File: src/rtl/clock_period_monitor.sv
// Synchronizes a divided clock into clock_in, emits ticks on its rising edges and measures period/high time.
// Optional stall detection is compiled in with the CLKMON_STALL_EN macro.
module clock_period_monitor #(
    parameter int unsigned CNT_WIDTH      = 28,
    parameter int unsigned TIMEOUT_CYCLES = 1000
) (
    input  logic                 clock_in,
    input  logic                 reset,
    input  logic                 div_clock,
    input  logic                 enable,
    output logic                 tick,
    output logic [CNT_WIDTH-1:0] period,
    output logic                 period_valid,
    output logic [CNT_WIDTH-1:0] high_time,
    output logic                 stalled,
    output logic [15:0]          edge_count
);

`ifdef CLKMON_STALL_EN
    typedef enum logic [1:0] {
        IDLE    = 2'd0,
        ARM     = 2'd1,
        MEASURE = 2'd2,
        STALL   = 2'd3
    } state_t;

    localparam logic [CNT_WIDTH-1:0] TIMEOUT_VAL = CNT_WIDTH'(TIMEOUT_CYCLES);
`else
    typedef enum logic [1:0] {
        IDLE    = 2'd0,
        ARM     = 2'd1,
        MEASURE = 2'd2
    } state_t;
`endif

    localparam logic [CNT_WIDTH-1:0] CNT_ONE = CNT_WIDTH'(1);

    state_t                 state;
    state_t                 state_next;
    logic                   s1;
    logic                   s2;
    logic                   s3;
    logic                   rise;
    logic                   fall;
    logic [CNT_WIDTH-1:0]   cnt;
    logic [CNT_WIDTH-1:0]   cnt_next;
    logic [CNT_WIDTH-1:0]   cnt_inc;
    logic                   tick_next;
    logic                   pv_next;
    logic [CNT_WIDTH-1:0]   period_next;
    logic [CNT_WIDTH-1:0]   high_next;
    logic [15:0]            ec_next;

    // Synchronizer runs independently of enable so edges are clean on re-enable.
    always_ff @(posedge clock_in or posedge reset) begin
        if (reset) begin
            s1 <= 1'b0;
            s2 <= 1'b0;
            s3 <= 1'b0;
        end else begin
            s1 <= div_clock;
            s2 <= s1;
            s3 <= s2;
        end
    end

    assign rise    = s2 & ~s3;
    assign fall    = ~s2 & s3;
    assign cnt_inc = (cnt == '1) ? cnt : cnt + CNT_ONE;

    always_comb begin
        state_next  = state;
        cnt_next    = cnt;
        tick_next   = 1'b0;
        pv_next     = 1'b0;
        period_next = period;
        high_next   = high_time;
        ec_next     = edge_count;

        if (!enable) begin
            state_next = IDLE;
            cnt_next   = '0;
        end else begin
            case (state)
                IDLE: begin
                    state_next = ARM;
                    cnt_next   = '0;
                end
                ARM: begin
                    if (rise) begin
                        tick_next  = 1'b1;
                        cnt_next   = CNT_ONE;
                        state_next = MEASURE;
                    end
                end
                MEASURE: begin
                    if (rise) begin
                        tick_next   = 1'b1;
                        pv_next     = 1'b1;
                        period_next = cnt;
                        cnt_next    = CNT_ONE;
                    end else begin
                        cnt_next = cnt_inc;
                        if (fall) begin
                            high_next = cnt;
                        end
`ifdef CLKMON_STALL_EN
                        // Stall is declared on the edge where cnt becomes TIMEOUT; a rise on that edge wins.
                        if (cnt_inc == TIMEOUT_VAL) begin
                            state_next = STALL;
                        end
`endif
                    end
                end
`ifdef CLKMON_STALL_EN
                STALL: begin
                    if (rise) begin
                        tick_next  = 1'b1;
                        cnt_next   = CNT_ONE;
                        state_next = MEASURE;
                    end else begin
                        cnt_next = cnt_inc;
                    end
                end
`endif
                default: begin
                    state_next = IDLE;
                    cnt_next   = '0;
                end
            endcase
        end

        if (tick_next) begin
            ec_next = edge_count + 16'd1;
        end
    end

    always_ff @(posedge clock_in or posedge reset) begin
        if (reset) begin
            state        <= IDLE;
            cnt          <= '0;
            tick         <= 1'b0;
            period_valid <= 1'b0;
            period       <= '0;
            high_time    <= '0;
            edge_count   <= '0;
        end else begin
            state        <= state_next;
            cnt          <= cnt_next;
            tick         <= tick_next;
            period_valid <= pv_next;
            period       <= period_next;
            high_time    <= high_next;
            edge_count   <= ec_next;
        end
    end

`ifdef CLKMON_STALL_EN
    assign stalled = (state == STALL);
`else
    assign stalled = 1'b0;
`endif

endmodule

File: config.mk
export PLATFORM = sky130hd
export DESIGN_NAME = clock_period_monitor
export DESIGN_NICKNAME = d
export VERILOG_FILES = /design/src/rtl/clock_period_monitor.sv
export SDC_FILE = /design/constraint.sdc
export NUM_CORES = 1
export LEC_CHECK = 0
export BUFFER_PORTS_ARGS = -buffer_cell sky130_fd_sc_hd__buf_2
export CAP_MARGIN = 30
export CORE_UTILIZATION = 55
export CTS_CLUSTER_DIAMETER = 100
export CTS_CLUSTER_SIZE = 24
export DETAILED_ROUTE_END_ITERATION = 8
export HOLD_SLACK_MARGIN = 0.08
export PLACE_DENSITY_LB_ADDON = 0.3
export SLEW_MARGIN = 30
export SYNTH_ARGS = -nofsm -noshare
export SYNTH_HDL_FRONTEND = slang
export SYNTH_SLANG_ARGS = --single-unit
File: constraint.sdc
create_clock -name clock_in -period 8.65 [get_ports clock_in]
set_clock_uncertainty 0.2 [all_clocks]
set_input_delay 0.865 -clock clock_in [delete_from_list [all_inputs] [get_ports clock_in]]
set_output_delay 0.865 -clock clock_in [all_outputs]
set_load 0.1 [all_outputs]
### After elaboration in Yosys (flattened, before gate mapping)

Cells that the tools add are included.

| word-level totals | value |
|---|---|
| output and inout port bits | 75 |
| bits in registers | 107 |
| logic and storage cells | 42 |

| operators by class | value |
|---|---|
| eq/ne operators | 6 |
| add/sub/neg operators | 2 |
| multiplexer cells | 13 |
| reduce and logical (&&, ||, !) cells | 6 |
| bitwise gates (word level) | 5 |

Operator list:

| cell | number |
|---|---|
| $mux 28 | 4 |
| $pmux 28 s2 | 1 |
| $add 28x1->28 const B | 1 |
| $eq 28x28->1 const B | 1 |
| $add 16x1->16 const B | 1 |
| $pmux 2 s3 | 1 |
| $mux 1 | 5 |
| $mux 2 | 2 |
| $ne 4x4->1 const B | 1 |
| $reduce_and 2->1 | 2 |
| $reduce_and 4->1 | 1 |
| $ne 3x3->1 const B | 1 |
| $not 1->1 | 3 |
| $reduce_and 3->1 | 1 |
| $and 1x1->1 | 2 |
| $eq 2x1->1 const B | 1 |
| $eq 2x2->1 const B | 1 |
| $logic_not 2->1 | 1 |
| $ne 2x2->1 const B | 1 |
| $reduce_or 2->1 | 1 |

### Longest topological paths before layout

| logic depth | value |
|---|---|
| depth after elaboration | 5 |
| depth in mapped cells | 9 |
| gate-level depth less buffers | 7 |

### Worst setup path before layout

OpenSTA, ideal clock, no wires.

| path | value |
|---|---|
| path type | input port to flip-flop |
| from | in enable |
| to | reg cnt[20] |
| library setup time | 0.076 ns |
| stages on the path | 6 |
| arrival | 2.239 ns |
| slack | 6.134 ns |
| data required time | 8.374 ns |
| path through | buf_2 nand2_1 nor4b_2 a311o_1 or4_1 o21ai_1 |

| between the ends | value |
|---|---|
| cells in the longest elaborated chain, start to end | 2 |

RTL lines:

| element | RTL line | source |
|---|---|---|
| start: declaration | 10 | `input logic enable,` |
| $ne 4x4->1 (no line) / $ne 3x3->1 (equally long branches) | - |  |
| $reduce_and 2->1 (no line) | - |  |
| end signal: assignment | 149 | `cnt <= cnt_next;` |
| end: declaration | 45 | `logic [CNT_WIDTH-1:0] cnt;` |

Several ways; a longest one is shown, not always the timed one.
A chain may end at the register's enable or synchronous reset.

### Worst setup path after layout

| path | value |
|---|---|
| from | reg state[0] |
| to | reg cnt[20] |

| between the ends | value |
|---|---|
| cells in the longest elaborated chain, start to end | 3 |

RTL lines:

| element | RTL line | source |
|---|---|---|
| start: declaration | 38 | `state_t state;` |
| start signal: assignment | 148 | `state <= state_next;` |
| $eq 2x2->1 / $eq 2x1->1 (equally long branches) | 84 | `case (state)` |
| $ne 4x4->1 (no line), or another cell as far along | - |  |
| $reduce_and 2->1 (no line) / $mux 28 (equally long branches) | - |  |

Several ways; a longest one is shown, not always the timed one.

==> results.cfg <==
[timing]
worst_hold_slack_ns = 0.1631
setup_violations = 0
fmax_mhz = 321.3
tns_ns = 0
fin_ws_ns = 5.538
slew_viol_final = 0
hold_viol_final = 0
fin_crit_sh = 0.3598
tightest_slew_ns = 0.8164
rsz0062_at_grt = no
slew_headroom = 0.4524
layout_min_cycle_time_ns = 3.112

[synth]
synth_area_sq_um = 4782
ys_ff_latch = 107
synthTopCellsByArea = dfrtp_1, nand2_1, mux2_2
synth_edf_count = 0
synth_most_common_cell = nand2_1
synth_top_area_share = 0.5599
synth_top_area_cell = dfrtp_1
syn-instance-count = 455
ys_top_cells_by_count = nand2_1, dfrtp_1, o21ai_0
synth_warnings = 0
syn_area_per_cell_sq_um = 10.51
syn-num-nets = 465
ys_types = 56
synth-async-reset-ratio = 1.000
seq_area_frac_synth = 0.5599
ys.flop_type = dfrtp_1

[global_route]
grt_pass1_wl_microns = 16060
grt_use_total = 0.2294
grt_start_max_net_pins = 58
grt_pass1_vias = 3337
antenna_found_initial = 0
grt-ovfl-total = 0

[clock_tree]
htree_levels = 3
post_cts_buffers = 0
cts_tree = done
numCtsBuffers = 9
cts_num_sinks = 107
worstSkewPairLatency_ns = 0.37
holdBufCountCts = 0
cts.path.max_buffers = 2
cts-resized-gates = 0
cts.clk_slew.worst_paths_ns = 0.09
cts-root-buf = clkbuf_8

[critical_path]
start_kind = flip-flop
cp-end-kind = flip-flop
cp_max_fo = 26
worstPathArrival_ns = 3.21
required_ns = 8.75
crit_type = reg2reg

[final_layout]
final_layout_size_suffix_gt1_frac = 0.2619
n_antenna_cell = 0
layout.nets = 533
syn_to_final_growth_pct = 13.84
design_area_sq_um = 5444
utilization = 0.6560
fill_cells = 689
instances_no_fill = 632

[pwr]
p_int_uw = 722.6
power_density_nw_per_um2 = 192.0
peakVddDrop_uv = 142.8
pwr-share-clk = 0.318
swShare = 0.3088
power_mw = 1.046
power.leakage_nw = 2.883
power.switching_uw = 322.9
seqPwrFrac = 0.510
power_frac_comb = 0.171

[floorplanning]
fp.dieArea_sq_um = 9072
rows = 33
die_h_microns = 95.25
core_sq_um = 8299
ios = 79
fp.dieW_microns = 95.25
start_util = 0.5762

[route]
drc = 0
num_vias = 3558
detail-route-antenna-nets = 0
drtIter0Drc = 214
drt_first_pass_iters = 4
wl_per_cell_microns = 15.48
detail_route.vias_per_cell = 5.630
wl_microns = 9782

[run_status]
outcome = finished, final reports clean

[placed_design]
post-place-ws_ns = 5.422
dpl_cell_area_sq_um = 5228
dp_cells = 617
place_congestion = 0.8076
dp_hpwl_microns = 6506
io_buffer_count = 77

[job]
drv_cap = 0

[worst_hold_path]
min_path_type = reg2reg
-- path summary, 6_finish.rpt --
kind	start	to	slack [ns]	depth (start not counted)
max	state[0]	cnt[20]	5.54	6
min	s1	s2	0.16	0
max reg2reg	state[0]	cnt[20]	5.54	6
min reg2reg	s1	s2	0.16	0
max in group asynchronous	reset	high_time[16]	6.76	3
min in group asynchronous	reset	edge_count[13]	0.35	2
-- state kept, by name, indices dropped and copies added (netlist names) --
register      cells
cnt              28
high_time        28
period           28
edge_count       16
state             2
period_valid      1
s1                1
s2                1
s3                1
tick              1
-- cell type report --
type | count | area, sq um | area share
multi-input combinational | 319 | 1989 | 0.3654
clock inverter | 4 | 75.07 | 0.01379
tap | 105 | 131.4 | 0.02413
timing repair buffer | 79 | 400.4 | 0.07355
clock buffer | 11 | 141.4 | 0.02597
inverter | 7 | 28.78 | 0.005286
sequential | 107 | 2678 | 0.4918
-- power by group through the flow --
stage | combinational (mW) | sequential, mW | clock, mW
floorplan | 0.0780 | 0.610 | 0
global placement | 0.174 | 0.541 | 0
CTS | 0.180 | 0.534 | 0.338
global route | 0.196 | 0.537 | 0.353
detailed placement | 0.180 | 0.544 | 0
finish | 0.179 | 0.534 | 0.333
-- layout by cell type (no fill, tap or decap), drive strengths merged, types with 2 or more instances in the layout --
cell and n:
a21oi 10, a22o 3, a31oi 8, a41oi 2, and2 4, and3 6, and4 2, buf 79
bufinv 2, clkbuf 11, clkinvlp 2, dfrtp 107, ha 6, inv 6, mux2 26, mux2i 3
nand2 110, nand3 19, nand4 16, nand4b 2, nor2 17, nor2b 2, nor3 3, nor3b 2
nor4 4, o21ai 40, o31ai 4, o41ai 2, xnor2 12, xor2 3
-- per-layer routing --
metal	global-route usage	routed length [microns]	up-vias
met5	0	0	-
met2	0.3696	4701	95
met3	0.05423	404	11
met1	0.3111	4544	1740
li1	-	-	1712
met4	0.06313	133	0
-- worst max-delay path, cell delays in order, from the launching register on --
cell	delay, ns
dfrtp_1	0.43
inv_1	0.10
ha_1	0.33
nand4_2	0.61
a311o_1	0.69
or4_1	0.54
o21ai_1	0.15
-- cells by family after synthesis --
group	share of synthesized area
adders and majority gates	0.01570
muxes	0.06750
DFF	0.5599
xor gates and xnor gates	0.02747
and+or+nand+nor	0.2064
buffers and inverters	0.02747
AOI/OAI and AO/OA	0.09472
other	0.0007842
No activity file was read; power rests on OpenSTA's default activity.
